--- src/rtl/usr_shift_sequencer.sv ---
// ---------------------------------------------------------------------------
// usr_shift_sequencer
//
// Purpose:
//   Command sequencer placed directly upstream of universal_shift_reg. It
//   accepts a single {data, direction, count, fill} command through a
//   valid/ready handshake. It then runs the whole job without further
//   control: one parallel load, followed by 'count' shift cycles. Finally it
//   samples the register's parallel output and returns it on result_o,
//   together with a one-cycle done_o pulse.
//
// Parameters:
//   WIDTH  data width, equal to the universal_shift_reg width
//   CNT_W  width of the shift count (0 .. 2**CNT_W-1 shifts)
//
// Ports:
//   clk          clock, all state changes on the rising edge
//   rst_n        asynchronous active-low reset
//   cmd_valid_i  command present
//   cmd_ready_o  sequencer can accept a command (only while IDLE)
//   cmd_data_i   parallel load value
//   cmd_dir_i    0 = shift right (srin), 1 = shift left (slin)
//   cmd_count_i  number of shift cycles after the load
//   cmd_fill_i   serial bit shifted in on every shift cycle
//   abort_i      synchronous abort of a running command
//   pout_i       parallel output of universal_shift_reg
//   sel_o        register mode: 00 hold, 01 right, 10 left, 11 load
//   pin_o        parallel load data (last accepted cmd_data_i)
//   srin_o       serial input for right shifts
//   slin_o       serial input for left shifts
//   busy_o       high while a command is in progress
//   done_o       one-cycle pulse, result_o valid
//   result_o     register contents captured at the end of a command
// ---------------------------------------------------------------------------
module usr_shift_sequencer #(
    parameter int WIDTH = 4,
    parameter int CNT_W = 3
) (
    input  logic             clk,
    input  logic             rst_n,
    input  logic             cmd_valid_i,
    output logic             cmd_ready_o,
    input  logic [WIDTH-1:0] cmd_data_i,
    input  logic             cmd_dir_i,
    input  logic [CNT_W-1:0] cmd_count_i,
    input  logic             cmd_fill_i,
    input  logic             abort_i,
    input  logic [WIDTH-1:0] pout_i,
    output logic [1:0]       sel_o,
    output logic [WIDTH-1:0] pin_o,
    output logic             srin_o,
    output logic             slin_o,
    output logic             busy_o,
    output logic             done_o,
    output logic [WIDTH-1:0] result_o
);

    typedef enum logic [1:0] {
        IDLE  = 2'd0,
        LOAD  = 2'd1,
        SHIFT = 2'd2,
        DONE  = 2'd3
    } state_t;

    state_t           state;
    state_t           next_state;
    logic [CNT_W-1:0] counter;
    logic             dir_q;
    logic             fill_q;
    logic             accept;

    assign accept = cmd_valid_i & cmd_ready_o;

    // State register. The sequencer always restarts from IDLE, and any
    // partially completed job is simply dropped.
    always_ff @(posedge clk or negedge rst_n) begin
        if (!rst_n) begin
            state <= IDLE;
        end else begin
            state <= next_state;
        end
    end

    // Next-state logic. Abort is honoured in every busy state but has no
    // meaning in IDLE. As a result, a command that arrives together with an
    // abort is still accepted. The shift counter starts at the requested
    // count, so the transition out of SHIFT happens on the edge where it
    // reads 1. That edge is the count-th shift edge.
    always_comb begin
        next_state = state;
        case (state)
            IDLE: begin
                if (accept) begin
                    next_state = LOAD;
                end
            end
            LOAD: begin
                if (abort_i) begin
                    next_state = IDLE;
                end else if (counter == '0) begin
                    next_state = DONE;
                end else begin
                    next_state = SHIFT;
                end
            end
            SHIFT: begin
                if (abort_i) begin
                    next_state = IDLE;
                end else if (counter == CNT_W'(1)) begin
                    next_state = DONE;
                end
            end
            DONE: begin
                next_state = IDLE;
            end
            default: begin
                next_state = IDLE;
            end
        endcase
    end

    // Moore output decode. Register control and the handshake depend only on
    // the state and the latched command fields. The fill bit is routed to the
    // serial input on the side matching the shift direction, and the other
    // serial input is held at 0.
    always_comb begin
        sel_o       = 2'b00;
        srin_o      = 1'b0;
        slin_o      = 1'b0;
        busy_o      = 1'b0;
        cmd_ready_o = 1'b0;
        case (state)
            IDLE: begin
                cmd_ready_o = 1'b1;
            end
            LOAD: begin
                sel_o  = 2'b11;
                busy_o = 1'b1;
            end
            SHIFT: begin
                busy_o = 1'b1;
                if (dir_q) begin
                    sel_o  = 2'b10;
                    slin_o = fill_q;
                end else begin
                    sel_o  = 2'b01;
                    srin_o = fill_q;
                end
            end
            DONE: begin
                busy_o = 1'b1;
            end
            default: begin
                cmd_ready_o = 1'b1;
            end
        endcase
    end

    // Command capture. Fields are sampled only on the acceptance edge, so
    // upstream logic may change them freely while a job is running. pin_o
    // keeps the last accepted data until the next acceptance.
    always_ff @(posedge clk or negedge rst_n) begin
        if (!rst_n) begin
            pin_o  <= '0;
            dir_q  <= 1'b0;
            fill_q <= 1'b0;
        end else if (accept) begin
            pin_o  <= cmd_data_i;
            dir_q  <= cmd_dir_i;
            fill_q <= cmd_fill_i;
        end
    end

    // Shift counter. It is loaded with the requested count on acceptance and
    // decremented on every SHIFT edge. It also serves as the zero-count test
    // in LOAD.
    always_ff @(posedge clk or negedge rst_n) begin
        if (!rst_n) begin
            counter <= '0;
        end else if (accept) begin
            counter <= cmd_count_i;
        end else if (state == SHIFT) begin
            counter <= counter - CNT_W'(1);
        end
    end

    // Result capture and done pulse. The register has finished its last
    // shift by the time the FSM sits in DONE, so pout_i is sampled on the
    // edge that leaves DONE. An abort in DONE suppresses the capture, and
    // the previous result is kept.
    always_ff @(posedge clk or negedge rst_n) begin
        if (!rst_n) begin
            result_o <= '0;
            done_o   <= 1'b0;
        end else begin
            done_o <= 1'b0;
            if ((state == DONE) && !abort_i) begin
                result_o <= pout_i;
                done_o   <= 1'b1;
            end
        end
    end

endmodule

--- config.mk ---
export PLATFORM = sky130hd
export DESIGN_NAME = usr_shift_sequencer
export DESIGN_NICKNAME = d
export VERILOG_FILES = /design/src/rtl/usr_shift_sequencer.sv
export SDC_FILE = /design/constraint.sdc
export NUM_CORES = 1
export LEC_CHECK = 0
export BUFFER_PORTS_ARGS = -buffer_cell sky130_fd_sc_hd__buf_2
export CORE_MARGIN = 5
export CORE_UTILIZATION = 47
export DETAILED_ROUTE_END_ITERATION = 10
export PLACE_DENSITY = 0.82
export SYNTH_ARGS = -nofsm -noshare
export SYNTH_HDL_FRONTEND = slang
export SYNTH_SLANG_ARGS = --single-unit
--- constraint.sdc ---
create_clock -name clk -period 1.6 [get_ports clk]
set_input_delay 0.08 -clock clk [delete_from_list [all_inputs] [get_ports clk]]
set_output_delay 0.08 -clock clk [all_outputs]
set_load 0.02 [all_outputs]
==> results of run 1 <==
==> layout make-up <==
cell class                 count  area [um2]
tap                           25        31.3
sequential                    16         402
fill                         131         586
clock buffer                   4        36.3
inverter                       6        22.5
timing repair buffer          41         238
multi-input combinational     43         430
==> Yosys cell counts <==
| master | number | share of area |
|---|---|---|
| nand2b_1 | 1 | 0.0072 |
| o32ai_2 | 1 | 0.019 |
| mux2_4 | 7 | 0.12 |
| mux2_1 | 4 | 0.052 |
| and3_1 | 1 | 0.0072 |
| nand2b_4 | 1 | 0.016 |
| a21boi_0 | 1 | 0.0087 |
| nor2_1 | 4 | 0.017 |
| buf_2 | 1 | 0.0058 |
| dfrtp_1 | 16 | 0.46 |
| mux2_2 | 1 | 0.013 |
| xor2_1 | 1 | 0.010 |
| xnor2_1 | 1 | 0.010 |
| nor4b_1 | 1 | 0.010 |
| a2bb2oi_2 | 1 | 0.017 |
| nor2b_1 | 3 | 0.022 |
| inv_1 | 6 | 0.026 |
| buf_6 | 2 | 0.026 |
| nand2_1 | 3 | 0.013 |
| ha_1 | 7 | 0.10 |
| o32a_1 | 1 | 0.012 |
| a21oi_1 | 4 | 0.023 |
==> logic make-up (layout without fill, tap and decap cells) <==
kind of cell / count (synthesis) / count (layout) / share of synthesized area
AND/OR/NAND/NOR: 14 / 14 / 0.0925
buffers and inverters: 9 / 51 / 0.0578
multiplexers: 12 / 12 / 0.186
adder cells (fa/ha/maj): 7 / 7 / 0.101
XOR/XNOR: 2 / 2 / 0.0202
flip-flops: 16 / 16 / 0.462
AO/OA/AOI/OAI: 8 / 8 / 0.0795
==> worst max-delay path, cell delays in order (launching register included) <==
cell and delay (ns):
dfrtp_1 0.41, buf_4 0.15, ha_4 0.18, buf_4 0.14, and3_1 0.13, buf_2 0.15
==> routing by layer <==
| metal | vias to the layer above | global-route usage | wire length (um) |
|---|---|---|---|
| li1 | 312 | - | - |
| met4 | 0 | 0.0766 | 40 |
| met3 | 4 | 0.0254 | 64 |
| met5 | - | 0 | 0 |
| met1 | 299 | 0.164 | 717 |
| met2 | 17 | 0.267 | 987 |
==> state kept, by name (all words and copies together) (netlist names) <==
signal	cells
dir_q	1
result_o	4
fill_q	1
done_o	1
counter	3
pin_o	4
state	2
==> per-stage QoR <==
stage,utilization,hold WS (ns),std cells
floorplan,-,-0.216,68
global placement,0.596,0.00580,123
detailed placement,0.596,0.0165,123
CTS,0.629,0.000286,128
global route,0.665,0.000826,135
finish,0.665,0.0103,135
==> power by group through the flow <==
stage | Combinational, mW | Clock (mW) | Sequential [mW]
2_1_floorplan | 0.830 | 0 | 0.847
3_3_place_gp | 1.25 | 0 | 0.730
3_5_place_dp | 1.29 | 0 | 0.740
4_1_cts | 1.31 | 0.272 | 0.742
5_1_grt | 1.51 | 0.298 | 0.772
6_report | 1.39 | 0.267 | 0.742
==> final timing paths <==
path / to / startpoint / depth (start not counted)
min reg2reg: result_o[2] / result_o[2] / 1
min: result_o[1] / pout_i[1] / 2
max reg2reg: result_o[0] / state[1] / 4
max in group asynchronous: state[0] / rst_n / 2
max: slin_o / state[1] / 5
min in group asynchronous: pin_o[3] / rst_n / 2
==> timing repair <==
action                                  4_1_cts  5_1_grt
gates resized for setup                       2        4
hold buffers                                  1        2
buffers inserted                              0        5
hold endpoints to repair                     16        2
endpoints found under the setup margin        4        3
cloned                                        0        0
==> impl_metrics.py, run 1 <==
metrics = {
    "sta": {
        "setup_ws_ns": 0.0725,
        "period_minus_slack_ns": 1.53,
        "period_share": 0.955,
        "fmax_mhz": 655,
        "fin_setup_tns_ns": 0,
        "relSlewSlack": 0.723,
        "tightestPinTransition_ns": 0.415,
        "final_max_slew_viol_count": 0,
        "skew_ns": 0.00292,
        "hold_viol": 0,
        "setup-violations-final": 0,
    },
    "floorplanning": {
        "die_y_um": 52.9,
        "die_area_um2": 2800,
        "start_util": 0.496,
        "ios": 32,
        "row_count": 15,
        "die_x_um": 52.9,
        "core-area_um2": 1750,
    },
    "finish": {
        "post-route-cell-area_um2": 1160,
        "final_cell_mix": "31 x buf_2, 15 x dfrtp_1, 7 x mux2_4, 7 x buf_4, 5 x ha_1",
        "drive_gt1_frac": 0.527,
        "insertedDiodeCount": 0,
        "mostFrequentLayoutCell": "buf_2",
        "final_nets": 135,
        "syn2layout_area_growth_pct": 34.0,
    },
    "grt": {
        "antenna_found_initial": 0,
        "grtUsageTotal": 0.148,
        "grt_max_degree": 17,
        "grt_pass1_vias": 686,
        "grt_first_pass_wirelength_um": 2960,
        "grt_overflow": 0,
    },
    "power_and_ir_drop": {
        "leakage_nw": 0.610,
        "ir_drop_mv": 1.02,
        "power.clock.fraction": 0.112,
        "power_frac_comb": 0.579,
        "power_density_nw_per_um2": 2070,
        "seqPwrFrac": 0.310,
        "swShare": 0.405,
        "p_int_mw": 1.43,
        "fin_total_pwr_mw": 2.40,
        "p_switching_mw": 0.970,
    },
    "setup_path": {
        "reg2reg_slack_ns": 0.14,
        "critical_path_class": "flop to output pin",
        "crit_arrival_ns": 1.45,
        "worst_setup_path_start_kind": "flop",
        "path_max_fanout": 8,
        "worst_setup_path_end_kind": "output pin",
        "critPathRequiredTime_ns": 1.52,
    },
    "synth": {
        "synthesis.nets": 92,
        "synth_area_um2": 866,
        "ys_warn_count": 0,
        "postSynthCellCount": 68,
        "synth_cell_types": 22,
        "synth-seq-area-share": 0.462,
        "syn_area_per_cell_um2": 12.7,
        "synth_seq_cells": 16,
    },
    "clocking": {
        "clk_pin_slew_ns": 0.10,
        "cts_max_path_buffers": 2,
        "numCtsBuffers": 3,
        "clock-sinks": 16,
        "cts_root_buffer": "clkbuf_4",
        "cts_tree": "yes",
        "clock_latency_ns": 0.28,
        "cts-htree-levels": 1,
    },
    "routing": {
        "ant_nets": 0,
        "routedWlPerCell_um": 13.4,
        "via_count": 632,
        "drc": 0,
        "dr.pass1.iters": 4,
        "vias_per_cell": 4.68,
        "initialDrtViolationCount": 7,
        "wirelength_um": 1810,
    },
    "place": {
        "port_buffers": 31,
        "gp_congestion": 0.764,
        "pre_cts_slack_ns": 0.0477,
        "dpl_cell_area_um2": 1040,
        "place_hpwl_um": 1370,
    },
    "job": {
        "maxCapViolCount": 0,
    },
    "min_path": {
        "hold_path.class": "input port to flop",
    },
    "run_status": {
        "outcome": "completed",
    },
}
Note: power is estimated with default switching activity, not from simulation.
==> run 2: changes to the inputs <==
--- a/config.mk
+++ b/config.mk
@@ -10,6 +10,7 @@
 export CORE_UTILIZATION = 47
 export DETAILED_ROUTE_END_ITERATION = 10
 export PLACE_DENSITY = 0.82
+export REMOVE_ABC_BUFFERS = 1
 export SYNTH_ARGS = -nofsm -noshare
 export SYNTH_HDL_FRONTEND = slang
 export SYNTH_SLANG_ARGS = --single-unit
==> run 2 against run 1 <==
  * Critical path type unchanged
  * Non-clock buffer count decreased by 1
  * Hold slack better by 0.0092 ns
  * Register-to-register slack got worse by 0.05 ns
  * Clock-buffer cell count did not move
==> impl_metrics.py, run 2 (synthesis gave the netlist of run 1 again) <==
metrics = {
    "finish": {
        "fin_util": 0.660,
        "insertedDiodeCount": 0,
        "final_nets": 134,
        "n_fill_cell": 141,
        "mostFrequentLayoutCell": "buf_2",
        "post-route-cell-area_um2": 1150,
        "largestRegisters": "pin_o (4), result_o (4), counter (3)",
        "seq_area_um2": 400,
        "syn2layout_area_growth_pct": 33.1,
        "final_cells": 134,
        "multi_input_area_um2": 434,
        "final_cell_mix": "30 x buf_2, 16 x dfrtp_1, 9 x buf_4",
        "drive_gt1_frac": 0.523,
    },
    "min_path": {
        "min_path_cells": 2,
        "holdPathEnd": "result_o[0]",
        "hold_start": "pout_i[0]",
        "hold_path.class": "input port to flop",
    },
    "routing": {
        "vias_per_cell": 4.65,
        "ant_nets": 0,
        "dr.pass1.iters": 3,
        "initialDrtViolationCount": 1,
        "drc": 0,
        "wirelength_um": 1750,
        "routedWlPerCell_um": 13.1,
        "via_count": 623,
    },
    "clocking": {
        "cts_root_buffer": "clkbuf_4",
        "numCtsBuffers": 3,
        "clk_pin_slew_ns": 0.09,
        "clock_latency_ns": 0.27,
        "cts_max_path_buffers": 2,
        "clock-sinks": 16,
        "cts_tree": "yes",
        "cts-htree-levels": 1,
    },
    "sta": {
        "fmax_mhz": 653,
        "fin_setup_tns_ns": 0,
        "period_minus_slack_ns": 1.53,
        "tightestPinTransition_ns": 0.361,
        "skew_ns": 0.00150,
        "holdWs_ns": 0.0195,
        "setup-violations-final": 0,
        "period_share": 0.957,
        "relSlewSlack": 0.759,
        "final_max_slew_viol_count": 0,
        "setup_ws_ns": 0.0690,
        "rsz0062_at_grt": "no",
        "hold_viol": 0,
    },
    "grt": {
        "grt.busiest_layer": "met2",
        "gr-usage-met1": 0.175,
        "use_met2": 0.231,
        "grt_first_pass_wirelength_um": 2850,
        "antenna_found_initial": 0,
        "grt_max_degree": 17,
        "grt_overflow": 0,
        "grt_pass1_vias": 662,
        "grtUsageTotal": 0.137,
        "grt_util_met3": 0.0310,
    },
    "setup_path": {
        "worst_setup_path_start_kind": "flop",
        "reg2reg_depth": 5,
        "reg2reg_slack_ns": 0.09,
        "r2r_end": "pin_o[3]",
        "path_cells": "inv_1 -> ha_1 -> buf_4 -> inv_1 -> buf_2",
        "slowest_stage": "dfrtp_1",
        "path_max_fanout": 4,
        "worst_setup_path_end_kind": "output pin",
        "max_stage_delay_ns": 0.42,
        "critical_path_class": "flop to output pin",
        "path_common_cell": "inv_1",
        "critPathRequiredTime_ns": 1.52,
        "crit_arrival_ns": 1.45,
        "rr_startpoint": "state[0]",
    },
    "place": {
        "dp.cells": 123,
        "pre_cts_slack_ns": 0.0695,
        "gp_congestion": 0.819,
        "dpl_cell_area_um2": 1040,
        "port_buffers": 31,
        "place_hpwl_um": 1330,
    },
    "floorplanning": {
        "start_util": 0.496,
        "die_area_um2": 2800,
        "core-area_um2": 1750,
        "ios": 32,
        "die_y_um": 52.9,
        "die_x_um": 52.9,
        "row_count": 15,
    },
    "run_status": {
        "outcome": "completed",
    },
    "job": {
        "maxCapViolCount": 0,
    },
    "power_and_ir_drop": {
        "leakage_nw": 0.610,
        "power_density_nw_per_um2": 2100,
        "ir_drop_mv": 1.02,
        "fin_total_pwr_mw": 2.42,
    },
}
## run 2: changes by cell type in the layout (fill, tap and decap cells not counted), sizes merged
| cell | change |
|---|---|
| dlygate4sd3 | -2 |
| buf | +1 |
## run 2: power by group
part	internal, mW	total, mW	switching [mW]	leakage [nW]
logic	0.714	1.43	0.720	0.397
clock network	0.138	0.255	0.117	0.0210
registers	0.600	0.728	0.128	0.193
total	1.45	2.42	0.964	0.610
## run 2: metal layers
metal	vias up	part of all wire
met2	22	0.49
met3	0	0.075
met5	-	0
met4	0	0
li1	310	-
met1	291	0.43
## run 2: how the worst max path moves through the flow
stage                        start          to  cells past startpoint
after detailed placement  state[0]    state[0]                      5
after global placement    state[0]    state[0]                      5
after floorplan           state[1]  counter[1]                      4
after CTS                 state[0]    sel_o[0]                      5
after global routing      state[0]    state[0]                      6
final                     state[0]      busy_o                      5
## run 2: area by class of cell
type | count | share of cell area
Timing Repair Buffer | 40 | 0.198
Inverter | 6 | 0.0195
Tap cell | 25 | 0.0271
Sequential cell | 16 | 0.347
Clock buffer | 4 | 0.0315
Multi-Input combinational cell | 43 | 0.377
## run 2: worst max-delay path: cells and delay by family (launching register included)
| family | cells | cell delay [ns] |
|---|---|---|
| fa+ha+maj | 1 | 0.23 |
| buf+inv | 4 | 0.52 |
| flops | 1 | 0.42 |
## run 2: what timing repair did
| action | in CTS | in global routing |
|---|---|---|
| endpoints found under the setup margin | 4 | 1 |
| pin swaps | 0 | 1 |
| hold buffers | 1 | 0 |
| resized for setup | 3 | 3 |
| endpoints found under the hold margin | 16 | 0 |
| setup buffers | 1 | 5 |
